File: config.mk
export PLATFORM = sky130hd
export DESIGN_NAME = gray_sync_rx
export DESIGN_NICKNAME = d
export VERILOG_FILES = /design/src/rtl/gray_sync_rx.sv
export SDC_FILE = /design/constraint.sdc
export NUM_CORES = 1
export LEC_CHECK = 0
export CAP_MARGIN = 5
export CORE_MARGIN = 4
export CORE_UTILIZATION = 25
export DETAILED_ROUTE_END_ITERATION = 6
export RECOVER_POWER = 100
export SLEW_MARGIN = 10
export SYNTH_ARGS = -nofsm -noshare
export SYNTH_HDL_FRONTEND = slang
export SYNTH_SLANG_ARGS = --single-unit
File: constraint.sdc
create_clock -name clk -period 2.5 [get_ports clk]
set_clock_uncertainty 0.15 [all_clocks]
set_input_delay 0.625 -clock clk [delete_from_list [all_inputs] [get_ports clk]]
set_output_delay 0.625 -clock clk [all_outputs]
set_load 0.03 [all_outputs]
File: src/rtl/gray_sync_rx.sv
// gray_sync_rx: receive side of a Gray-coded count crossing into the clk domain.
// The async Gray input passes through a SYNC_STAGES-deep flop chain. Each new
// synchronized value is converted to binary and reported with a one-cycle
// bin_valid pulse. The pulse carries the modulo step (delta) since the
// previous accepted value.
// Optional multi-bit-change checker: define GRAY_SYNC_ERR_CHK_EN to build it.
// Without it, err and err_cnt are tied low and clr_err is ignored.
module gray_sync_rx #(
  parameter int N           = 4,
  parameter int SYNC_STAGES = 2
) (
  input  logic         clk,
  input  logic         rst_n,
  input  logic [N-1:0] gray_in,
  input  logic         clr_err,
  output logic [N-1:0] bin_out,
  output logic         bin_valid,
  output logic [N-1:0] delta,
  output logic         err,
  output logic [7:0]   err_cnt
);

  logic [N-1:0] sync_q [SYNC_STAGES];
  logic [N-1:0] g_sync;
  logic [N-1:0] g_prev;
  logic [N-1:0] bin_new;
  logic         chg;

  // MSB-down prefix XOR: b[N-1] = g[N-1], b[i] = b[i+1] ^ g[i]
  function automatic logic [N-1:0] g2b(input logic [N-1:0] g);
    logic [N-1:0] b;
    b[N-1] = g[N-1];
    for (int i = N - 2; i >= 0; i--) begin
      b[i] = b[i+1] ^ g[i];
    end
    return b;
  endfunction

  // Plain flop chain; nothing sits between stages so metastability can settle
  always_ff @(posedge clk or negedge rst_n) begin
    if (!rst_n) begin
      for (int i = 0; i < SYNC_STAGES; i++) begin
        sync_q[i] <= '0;
      end
    end else begin
      sync_q[0] <= gray_in;
      for (int i = 1; i < SYNC_STAGES; i++) begin
        sync_q[i] <= sync_q[i-1];
      end
    end
  end

  assign g_sync  = sync_q[SYNC_STAGES-1];
  assign chg     = (g_sync != g_prev);
  assign bin_new = g2b(g_sync);

  // Previous synchronized sample for change detection
  always_ff @(posedge clk or negedge rst_n) begin
    if (!rst_n) begin
      g_prev <= '0;
    end else begin
      g_prev <= g_sync;
    end
  end

  // Data update: new binary value and the modulo step, flagged for one cycle
  always_ff @(posedge clk or negedge rst_n) begin
    if (!rst_n) begin
      bin_out   <= '0;
      delta     <= '0;
      bin_valid <= 1'b0;
    end else if (chg) begin
      bin_out   <= bin_new;
      delta     <= bin_new - bin_out;
      bin_valid <= 1'b1;
    end else begin
      bin_valid <= 1'b0;
    end
  end

`ifdef GRAY_SYNC_ERR_CHK_EN
  logic [N-1:0] g_diff;
  logic         multi_bit;

  // More than one bit set <=> clearing the lowest set bit leaves something.
  // No change means g_diff is zero, so this only fires on a chg edge.
  assign g_diff    = g_sync ^ g_prev;
  assign multi_bit = ((g_diff & (g_diff - N'(1))) != '0);

  // Sticky error flag and saturating counter; a new error beats a same-cycle clear
  always_ff @(posedge clk or negedge rst_n) begin
    if (!rst_n) begin
      err     <= 1'b0;
      err_cnt <= '0;
    end else if (multi_bit) begin
      err <= 1'b1;
      if (clr_err) begin
        err_cnt <= 8'd1;
      end else if (err_cnt != 8'hFF) begin
        err_cnt <= err_cnt + 8'd1;
      end
    end else if (clr_err) begin
      err     <= 1'b0;
      err_cnt <= '0;
    end
  end
`else
  logic unused_clr_err;

  assign unused_clr_err = clr_err;
  assign err            = 1'b0;
  assign err_cnt        = '0;
`endif

endmodule

==> metrics.md <==
| Metric | Value |
|---|---|
| Sequential fraction of the synthesis area | about three fifths |
| Dpl cell area | 1040 um2 |
| R2R setup slack | about 0.21 ns |
| Vias in the first global route | 458 |
| Die footprint | approximately 4500 um2 |
| Clock slew seen by the registers of the worst setup and hold paths | roughly 0.12 ns |
| NumNets Final | between 90 and 100 |
| Crit Path Category | reg -> reg |
| Detailed Routing Iterations Pass 1 | 2 |
| Leakage Power | 0.000461 uW |
| Worst-Margin Slew | 1.07 ns |
| Io pins | 25 |
| Worst-Skew Late Latency | 0.31 ns |
| Share of cells above drive strength 1 | 12.0% |
| Synthesized cell area | 875 um2 |
| Hold_buf cts | 0 |
| Max-cap violations | 0 |
| Chip height | 67.1 um |
| WHS | 0.211 ns |
| Arrival @ worst endpoint | 2.38 ns |
| Hold Violations, Final | 0 |
| Core Box Area | 3360 um2 |
| Antenna Nets Post-Route | 0 |
| Setup Fix Bufs, Post-CTS | 0 |
| Slowest cell on crit path | dfrtp_1 |
| Slew Viols, Final | 0 |
| Endpoints failing setup | 0 |
| Yosys cell types | 17 |
| CTS tree | done |
| RSZ-0062 raised after global routing | no |
| Setup TNS | 0 ns |
| Crit path buffers/inverters | 0 |
| Pwr Total | 882 uW |
| Kind of cell adding the most delay to the critical path | XOR/XNOR gates |
| Starting density of the core | 26.0% |
| Number of port buffers | 14 |
| Rel. slew slack | 28.9% |
| Outcome | complete, no violations |
| Synthesized area per cell | around 13 um2 |
| Ys Warns | 0 |
| Num CTS Buffers | 3 |
| #FFs+latches synth | 21 |
| GR Overflow Total | 0 |
| Number of diodes | 0 |
| Starting DRT DRC Count | 6 |
| Post-Route WL | between 1 and 1.5 mm |
| DP Wirelength | 869 um |
| CP cell instances | xor2_2, xor2_2, xnor2_1, ha_1, fa_1, xor2_1, a21oi_1 |
| CP endpoint kind | register |
| Worst EP required | 2.59 ns |
| Total track usage | 6.15% |
| Worst Hold Class | reg -> reg |
| Placer's final routability congestion estimate | 0.720 |
| Period utilization | 91.7% |
| Clock buffer depth | 2 |
| Via-to-Cell Ratio | 3.67 |
| Yosys top cell area share | 60.1% |
| Post-Synthesis Cells | 66 |
| Wire per inst | 8.98 um |
| Post-layout util | a little under a third |
| Clock Sinks | 21 |
| Clock root buffer | clkbuf_4 |
| Max Fanout on Critical Path | 5 |
| Die Wd | between 60 and 70 um |
| CP peak stage delay | 0.48 ns |
| Peak Freq | 436 MHz |
| Pwr Density | 830 nW/um2 |
| Minimum clock period | 2.29 ns |
| Cell types occupying the most area after synthesis | dfrtp_1 60%, buf_4 7.7%, xnor2_1 6.0%, ha_1 4.3%, mux2_2 3.9% |
| DR vias | 473 |
| Cell mode on critical path | xor2_2 |
| Area Growth Syn to Fin | 21.6% |
| Cell accounting for the most synthesized area | dfrtp_1 |
| First-pass GRT wire length | 2.02 mm |
| Post-cts sizing count | 0 |
| Setup crit start kind | register |
| DRC errors left | 0 |
| Row count | 21 |
| Fill cells | 356 |
| Initial antenna violation count | 0 |
| Final Cell Area | 1060 um2 |
| Pin count of the biggest net entering global routing | 22 |
| Worst vdd ir | 0.293 mV |
| H-tree depth | 1 |
[routing by layer]
metal | part of all wire [%] | track usage (%) | vias to the layer above | wire length (um)
met5 | 0 | 0 | - | 0
met1 | 41 | 6.39 | 225 | 476
met4 | 0.78 | 2.28 | 0 | 9
met2 | 46 | 10.2 | 22 | 533
li1 | - | - | 224 | -
met3 | 12 | 3.66 | 2 | 138
[cells in the mapped netlist]
library cell and count:
a21oi_2 1, inv_1 3, ha_1 3, xor2_2 2
mux2_2 3, buf_4 9, conb_1 1, o21ai_0 2
xnor2_1 6, nor2_1 4, nand4_1 1, nand2_1 2
fa_1 1, a21oi_1 4, dfrtp_1 21, xor2_1 2
buf_2 1
[metrics by stage]
| step | setup WS (ns) | cells |
|---|---|---|
| 2_1_floorplan | 0.407 | 74 |
| 3_3_place_gp | 0.250 | 125 |
| 3_5_place_dp | 0.210 | 125 |
| 4_1_cts | 0.183 | 129 |
| 5_1_grt | 0.0256 | 129 |
| 6_report | 0.209 | 129 |
[final cells by class]
cell class	instances	area (um2)	area share (%)
sequential	21	526	49.4
multi-input combinational	40	295	27.8
timing repair buffer	15	144	13.5
tap	46	57.6	5.41
clock buffer	3	22.5	2.12
inverter	3	11.3	1.06
clock inverter	1	7.51	0.706
[registers in the layout, summed over array words and instances (netlist names)]
signal	count
delta	4
bin_out	4
bin_valid	1
g_prev	4
sync_q	4
g_sync	4
[where the power goes]
| part | switching [uW] | internal (uW) |
|---|---|---|
| clock network | 109 | 61.0 |
| logic | 179 | 115 |
| registers | 27.4 | 391 |
[cells by family (layout without fill, tap and decap cells)]
| kind of cell | after synthesis | after routing | synth area share, % |
|---|---|---|---|
| flip-flops | 21 | 21 | 60.1 |
| buffers and inverters | 13 | 22 | 9.58 |
| XOR/XNOR | 10 | 10 | 11.7 |
| AO/OA/AOI/OAI | 7 | 7 | 4.44 |
| AND/OR/NAND/NOR | 7 | 7 | 3.29 |
| adder cells (fa/ha/maj) | 4 | 4 | 6.58 |
| multiplexers | 3 | 3 | 3.86 |
| other | 1 | 9 | 0.429 |
[layout by cell type (no fill, tap or decap)]
| cell | synthesis | layout |
|---|---|---|
| a21oi_1 | 4 | 4 |
| a21oi_2 | 1 | 1 |
| clkbuf_1 | 0 | 1 |
| clkbuf_4 | 0 | 3 |
| clkinvlp_4 | 0 | 1 |
| conb_1 | 1 | 9 |
| dfrtp_1 | 21 | 21 |
| dlygate4sd3_1 | 0 | 14 |
| fa_1 | 1 | 1 |
| ha_1 | 3 | 3 |
| inv_1 | 3 | 3 |
| mux2_2 | 3 | 3 |
| nand2_1 | 2 | 2 |
| nand4_1 | 1 | 1 |
| nor2_1 | 4 | 4 |
| o21ai_0 | 2 | 2 |
| xnor2_1 | 6 | 6 |
| xor2_1 | 2 | 2 |
| xor2_2 | 2 | 2 |
[worst register-to-register path, cell delays in order, from the launching register on]
cell and delay (ns):
dfrtp_1 0.48, xor2_2 0.28, xor2_2 0.26, xnor2_1 0.14
ha_1 0.23, fa_1 0.39, xor2_1 0.17, a21oi_1 0.14
[path summary, 6_finish.rpt]
check,start,to,cells after the start
min in group asynchronous,rst_n,g_prev[2]$_DFF_PN0_,2
hold reg to reg,sync_q[7]$_DFF_PN0_,g_sync[3]$_DFF_PN0_,0
hold / removal,sync_q[7]$_DFF_PN0_,g_sync[3]$_DFF_PN0_,0
max in group asynchronous,rst_n,g_prev[3]$_DFF_PN0_,2
setup / recovery,g_sync[3]$_DFF_PN0_,delta[2]$_DFFE_PN0P_,7
setup reg to reg,g_sync[3]$_DFF_PN0_,delta[2]$_DFFE_PN0P_,7
Note: power is estimated with default switching activity, not from simulation.
==> RTL change 1, RTL diff (same flow settings) <==
`N`: 4 -> 5.
--- a/src/rtl/gray_sync_rx.sv
+++ b/src/rtl/gray_sync_rx.sv
@@ -8,3 +8,3 @@
 module gray_sync_rx #(
-  parameter int N           = 4,
+  parameter int N           = 5,
   parameter int SYNC_STAGES = 2
Interface: changed (resized bin_out, delta and gray_in); port bits go from 25 to 28. No check against the original RTL was run, so the function may have changed too.
==> RTL change 1 against the unedited design <==
- routed wire length increased by 52%
- critical path type unchanged
- power increased by 47%
- hold slack got worse by 0.0060 ns
- highest routed layer unchanged
- largest power group unchanged
- cell count increased by 32%
- cell area increased by 39%
- area after synthesis increased by 31%
- sequential cell count increased by 5
- worst setup slack got worse by 0.18 ns
==> RTL change 1: results (changes against the unedited design) <==
- The run finished with clean final reports.
- Leak: 0.660 nW (+43%)
- Count of different cell masters after synthesis: 28 (+11)
- Via count of the first global-routing pass: 684 (+49%)
- DR pass1 iterations: 4 (+2)
* Final GP Congestion: 0.752 (+4.4%)
* Number of vias in the routed layout: 687 (+45%)
* Placement-stage cell area: 1410 um2 (+36%)
- Clock latency at the later pin of the worst-skew pair: 0.26 ns (-0.05 ns)
* Detail-routed net length per standard cell: 10.4 um (+16%)
- By area the synthesized netlist is led by sky130_fd_sc_hd__dfrtp_1, sky130_fd_sc_hd__xor2_1, sky130_fd_sc_hd__buf_4.
- Count of antenna diodes in the layout: 0 (unchanged)
* Worst hold margin: 0.205 ns (-0.00600 ns)
- Largest voltage drop on the vdd net: 0.504 mV (+72%)
- Reg2reg path depth: 9 (+2)
- Via-to-Cell Ratio: 4.04 (+10%)
- Worst slew margin relative to its limit: 10.9% (-18 points)
- Final-layout fill cell count: 439 (+23%)
- The synthesized area per cell came to 12.6 um2 (-4.6%).
- The fraction of registers with async set or reset after synthesis was 100% (unchanged).
- Reg-to-reg critical path endpoint: delta[4]
* CTS root buffer: sky130_fd_sc_hd__clkbuf_8
- The hold-critical path depth came to 0 (unchanged).
- Shortest period the worst path allows: 2.47 ns (+0.182 ns)
* Crit path from: g_sync[2]
- DP HPWL: 1.39 mm (+60%)
* Clk pin slew, worst setup/hold paths: 0.09 ns (-0.03 ns)
- The number of nets at the end of the flow came to 132 (+39%).
- The placement-stage worst setup slack was -0.0510 ns (-0.260 ns).
- The fraction of layout cells with a size suffix above 1 was 15.3% (+3.2 points).
- Standard cell with the maximum stage delay on the critical path: sky130_fd_sc_hd__xor3_2
- Min-delay src: sync_q[8]
- The tightest min-delay check is of the register to register type.
* Number of buffers added by the clock tree synthesis step: 3 (unchanged)
* Number of DRC markers after the initial detailed-route iteration: 37 (+31)
* Stage delay of the slowest cell on the critical path: 0.47 ns
* Endpoint arrival time on the critical path: 2.51 ns (+0.13 ns)
- Largest net degree at the start of global routing: 27 (+23%)
- Cell types with the highest counts after synthesis: sky130_fd_sc_hd__dfrtp_1, sky130_fd_sc_hd__buf_4, sky130_fd_sc_hd__xor2_1, sky130_fd_sc_hd__inv_1, sky130_fd_sc_hd__nand3_1
- The most used flip-flop cell after synthesis is sky130_fd_sc_hd__dfrtp_1.
* Hold endpoint: g_sync[3]
- Maximum fanout count along the critical path: 2 (-3)
- CTS HTree Levels: 1 (unchanged)
- The global-route usage over all layers came to 7.07% (+0.92 points).
- The setup slack of the worst register-to-register path came to 0.03 ns (-0.18 ns).
- The global-route wire length before repair is 3.04 mm (+51%).
- Number of buffers inserted by port buffering: 17 (+3)
- The total instance count after detailed placement came to 166 (+33%).
- Sequential area share after synthesis: 56.6% (-3.5 points)
## RTL change 1: cell types whose count changed after synthesis, sizes merged, moves of 4 or more
| cell | delta |
|---|---|
| dfrtp | +5 |
| inv | +5 |
| nand3 | +6 |
| nor2 | -4 |
| o21ai | +4 |
| xnor2 | -4 |
| xor2 | +4 |
## RTL change 1: final cells by class
type | instances | area (um2) | area share, %
Multi-Input combinational cell | 54 | 434 | 29.3
Sequential cell | 26 | 651 | 44.0
Inverter | 8 | 32.5 | 2.20
Clock inverter | 1 | 30.0 | 2.03
Timing Repair Buffer | 26 | 226 | 15.3
Clock buffer | 3 | 41.3 | 2.79
Tap cell | 52 | 65.1 | 4.40
## RTL change 1: report_power, final
group / internal [mW] / total (mW) / leakage [nW] / switching (mW)
clock: 0.214 / 0.339 / 0.0357 / 0.125
sequential: 0.486 / 0.525 / 0.299 / 0.0388
combinational: 0.182 / 0.433 / 0.325 / 0.251
total: 0.882 / 1.30 / 0.660 / 0.415
## RTL change 1: timing repair
item,4_1_cts,5_1_grt
pin swaps,1,1
endpoints found under the setup margin,1,1
gates resized for setup,3,1
## RTL change 1: cells by family (layout without fill, tap and decap cells)
kind of cell    Yosys count  in the layout  share of synthesized area, %
compound gates           14             14                          7.29
other cells               1              9                         0.326
simple gates             13             13                          7.62
buf+inv                  19             38                          10.1
xor+xnor                 11             11                          9.79
fa+ha+maj                 5              5                          6.09
flops                    26             26                          56.6
mux                       2              2                          2.18
## RTL change 1: per-layer routing
metal  vias to the layer above  wire, um  GRT usage [%]  part of all wire (%)
met5                         -         0              0                     0
met4                         0         9           1.75                  0.51
met3                         2       146           3.17                   8.3
met2                        25       818           10.8                    46
met1                       326       789           9.14                    45
li1                        334         -              -                     -
==> RTL change 2, RTL diff (config.mk and constraints unchanged) <==
Made on the original files. Register the output `bin_out` once more, cleared by the reset; this adds one clock of latency there. The other outputs are not delayed to match.
--- a/src/rtl/gray_sync_rx.sv
+++ b/src/rtl/gray_sync_rx.sv
@@ -21,2 +21,4 @@
 );
+
+  logic [N-1:0] bin_s0;
 
@@ -68,3 +70,3 @@
     if (!rst_n) begin
-      bin_out   <= '0;
+      bin_s0    <= '0;
       delta     <= '0;
@@ -72,4 +74,4 @@
     end else if (chg) begin
-      bin_out   <= bin_new;
-      delta     <= bin_new - bin_out;
+      bin_s0    <= bin_new;
+      delta     <= bin_new - bin_s0;
       bin_valid <= 1'b1;
@@ -114,2 +116,10 @@
 
+  always_ff @(posedge clk or negedge rst_n) begin
+    if (!rst_n) begin
+      bin_out <= '0;
+    end else begin
+      bin_out <= bin_s0;
+    end
+  end
+
 endmodule
Check against the original RTL: not equivalent (a bounded check fails within 4 cycles, from zero or initial values and one cycle with rst_n low).
==> RTL change 2 against the unedited design <==
- sequential cell count is 4 higher
- cell area is 11% higher
- synthesized cell count is 6.1% higher
- worst setup slack better by 0.013 ns
- sequential share of layout area is 3.6 points higher
- sequential power is 19% higher
- power is 16% higher
- utilization is 0.16 points higher
- area after synthesis is 11% higher
- routed wire length is 11% higher
- critical path type unchanged
- largest cell class unchanged
- largest power group unchanged
==> RTL change 2: results (changes against the unedited design) <==
- The average routed wire per standard cell was 9.52 um (+6.0%).
- The sum of routed wire segments on met1 came to 495 um (+4.0%).
- The sequential area share after synthesis came to 64.2% (+4.1 points).
- Final layout net count: 99 (+4.2%)
- The total setup buffers inserted after CTS is 0 (unchanged).
- Synth top area cells: sky130_fd_sc_hd__dfrtp_1, sky130_fd_sc_hd__buf_4, sky130_fd_sc_hd__xnor2_1
* CTS root buffer: sky130_fd_sc_hd__clkbuf_8
- Largest voltage drop on the vdd net: 0.346 mV (+18%)
- Stage delay of the slowest cell on the critical path: 0.46 ns (-0.02 ns)
* Met2 routed wirelength: 637 um (+20%)
- The global placer's final weighted congestion is 0.688 (-4.4%).
- Async S/R FF share, synth: 100% (unchanged)
* Min-delay src: sync_q[4]
- Hold endpoint: g_sync[0]
- The global-route usage over all layers is 5.71% (-0.44 points).
- Clk pin slew, worst setup/hold paths: 0.08 ns (-0.04 ns)
* DP HPWL: 968 um (+11%)
- Reg2reg path depth: 7 (unchanged)
- The leakage dissipation came to 0.516 nW (+12%).
- Layout cell share with drive strength beyond 1: 10.3% (-1.7 points)
* Actual transition at the worst max-transition pin: 1.28 ns (+0.210 ns)
- Cell types with the highest counts after synthesis: sky130_fd_sc_hd__dfrtp_1, sky130_fd_sc_hd__buf_4, sky130_fd_sc_hd__xnor2_1, sky130_fd_sc_hd__a21oi_1, sky130_fd_sc_hd__nor2_1
- The flow ran to the end, and the final reports show no timing, DRC or antenna violations.
- Clock latency at the later pin of the worst-skew pair: 0.25 ns (-0.06 ns)
- Endpoint arrival time on the critical path: 2.31 ns (-0.07 ns)
- DR WL met3: 130 um (-5.8%)
- The global-route wire length before repair came to 2.21 mm (+9.3%).
* Number of vias in the routed layout: 502 (+6.1%)
## RTL change 2: cell families after synthesis
logic type	Yosys count	synth area share (%)
flip-flops	25	64.2
buffers and inverters	13	8.60
XOR/XNOR	10	10.5
AO/OA/AOI/OAI	7	3.98
AND/OR/NAND/NOR	7	2.95
adder cells (fa/ha/maj)	4	5.91
multiplexers	3	3.47
other	1	0.385
## RTL change 2: area by class of cell
type,instances,area share (%)
well taps,48,5.08
multi-input cells,40,25.0
repair buffers,15,12.2
flip-flops and latches,25,53.0
inverters,3,0.953
clock buffers,4,3.81
## RTL change 2: metal layers
| metal | vias to the layer above | track usage, % |
|---|---|---|
| met1 | 241 | 5.40 |
| met4 | 0 | 1.91 |
| met2 | 21 | 10.1 |
| li1 | 236 | - |
| met3 | 4 | 3.45 |
| met5 | - | 0 |
## RTL change 2: worst max path at each step
| stage | to | cells after the start | slack (ns) | startpoint |
|---|---|---|---|---|
| after floorplan | delta[2] | 7 | 0.41 | g_sync[3] |
| after global placement | delta[2] | 7 | 0.25 | g_sync[3] |
| after detailed placement | delta[2] | 7 | 0.20 | g_sync[3] |
| after CTS | delta[2] | 7 | 0.19 | g_sync[3] |
| after global routing | delta[2] | 7 | 0.001 | g_sync[3] |
| final | delta[2] | 7 | 0.22 | g_sync[3] |
## RTL change 2: power by group
part	total, mW	internal [mW]	switching [mW]
Clock	0.225	0.113	0.111
Combinational	0.297	0.116	0.181
Sequential	0.498	0.466	0.0319
## RTL change 2: worst register-to-register path: cells and delay by family (launching register included)
family,cells,cell delay [ns]
DFF,1,0.46
AOI/OAI and AO/OA,1,0.14
adders and majority gates,2,0.61
xor gates and xnor gates,4,0.85
## RTL change 2: through the flow
stage / hold WS (ns) / std cells / util, % / area, um2 / setup WS, ns
floorplan: 0.179 / 78 / - / 1000 / 0.407
global placement: 0.182 / 131 / 30.7 / 1140 / 0.248
detailed placement: 0.185 / 131 / 30.7 / 1140 / 0.199
CTS: 0.203 / 135 / 31.9 / 1180 / 0.194
global route: 0.207 / 135 / 31.8 / 1180 / 0.00106
finish: 0.200 / 135 / 31.8 / 1180 / 0.222
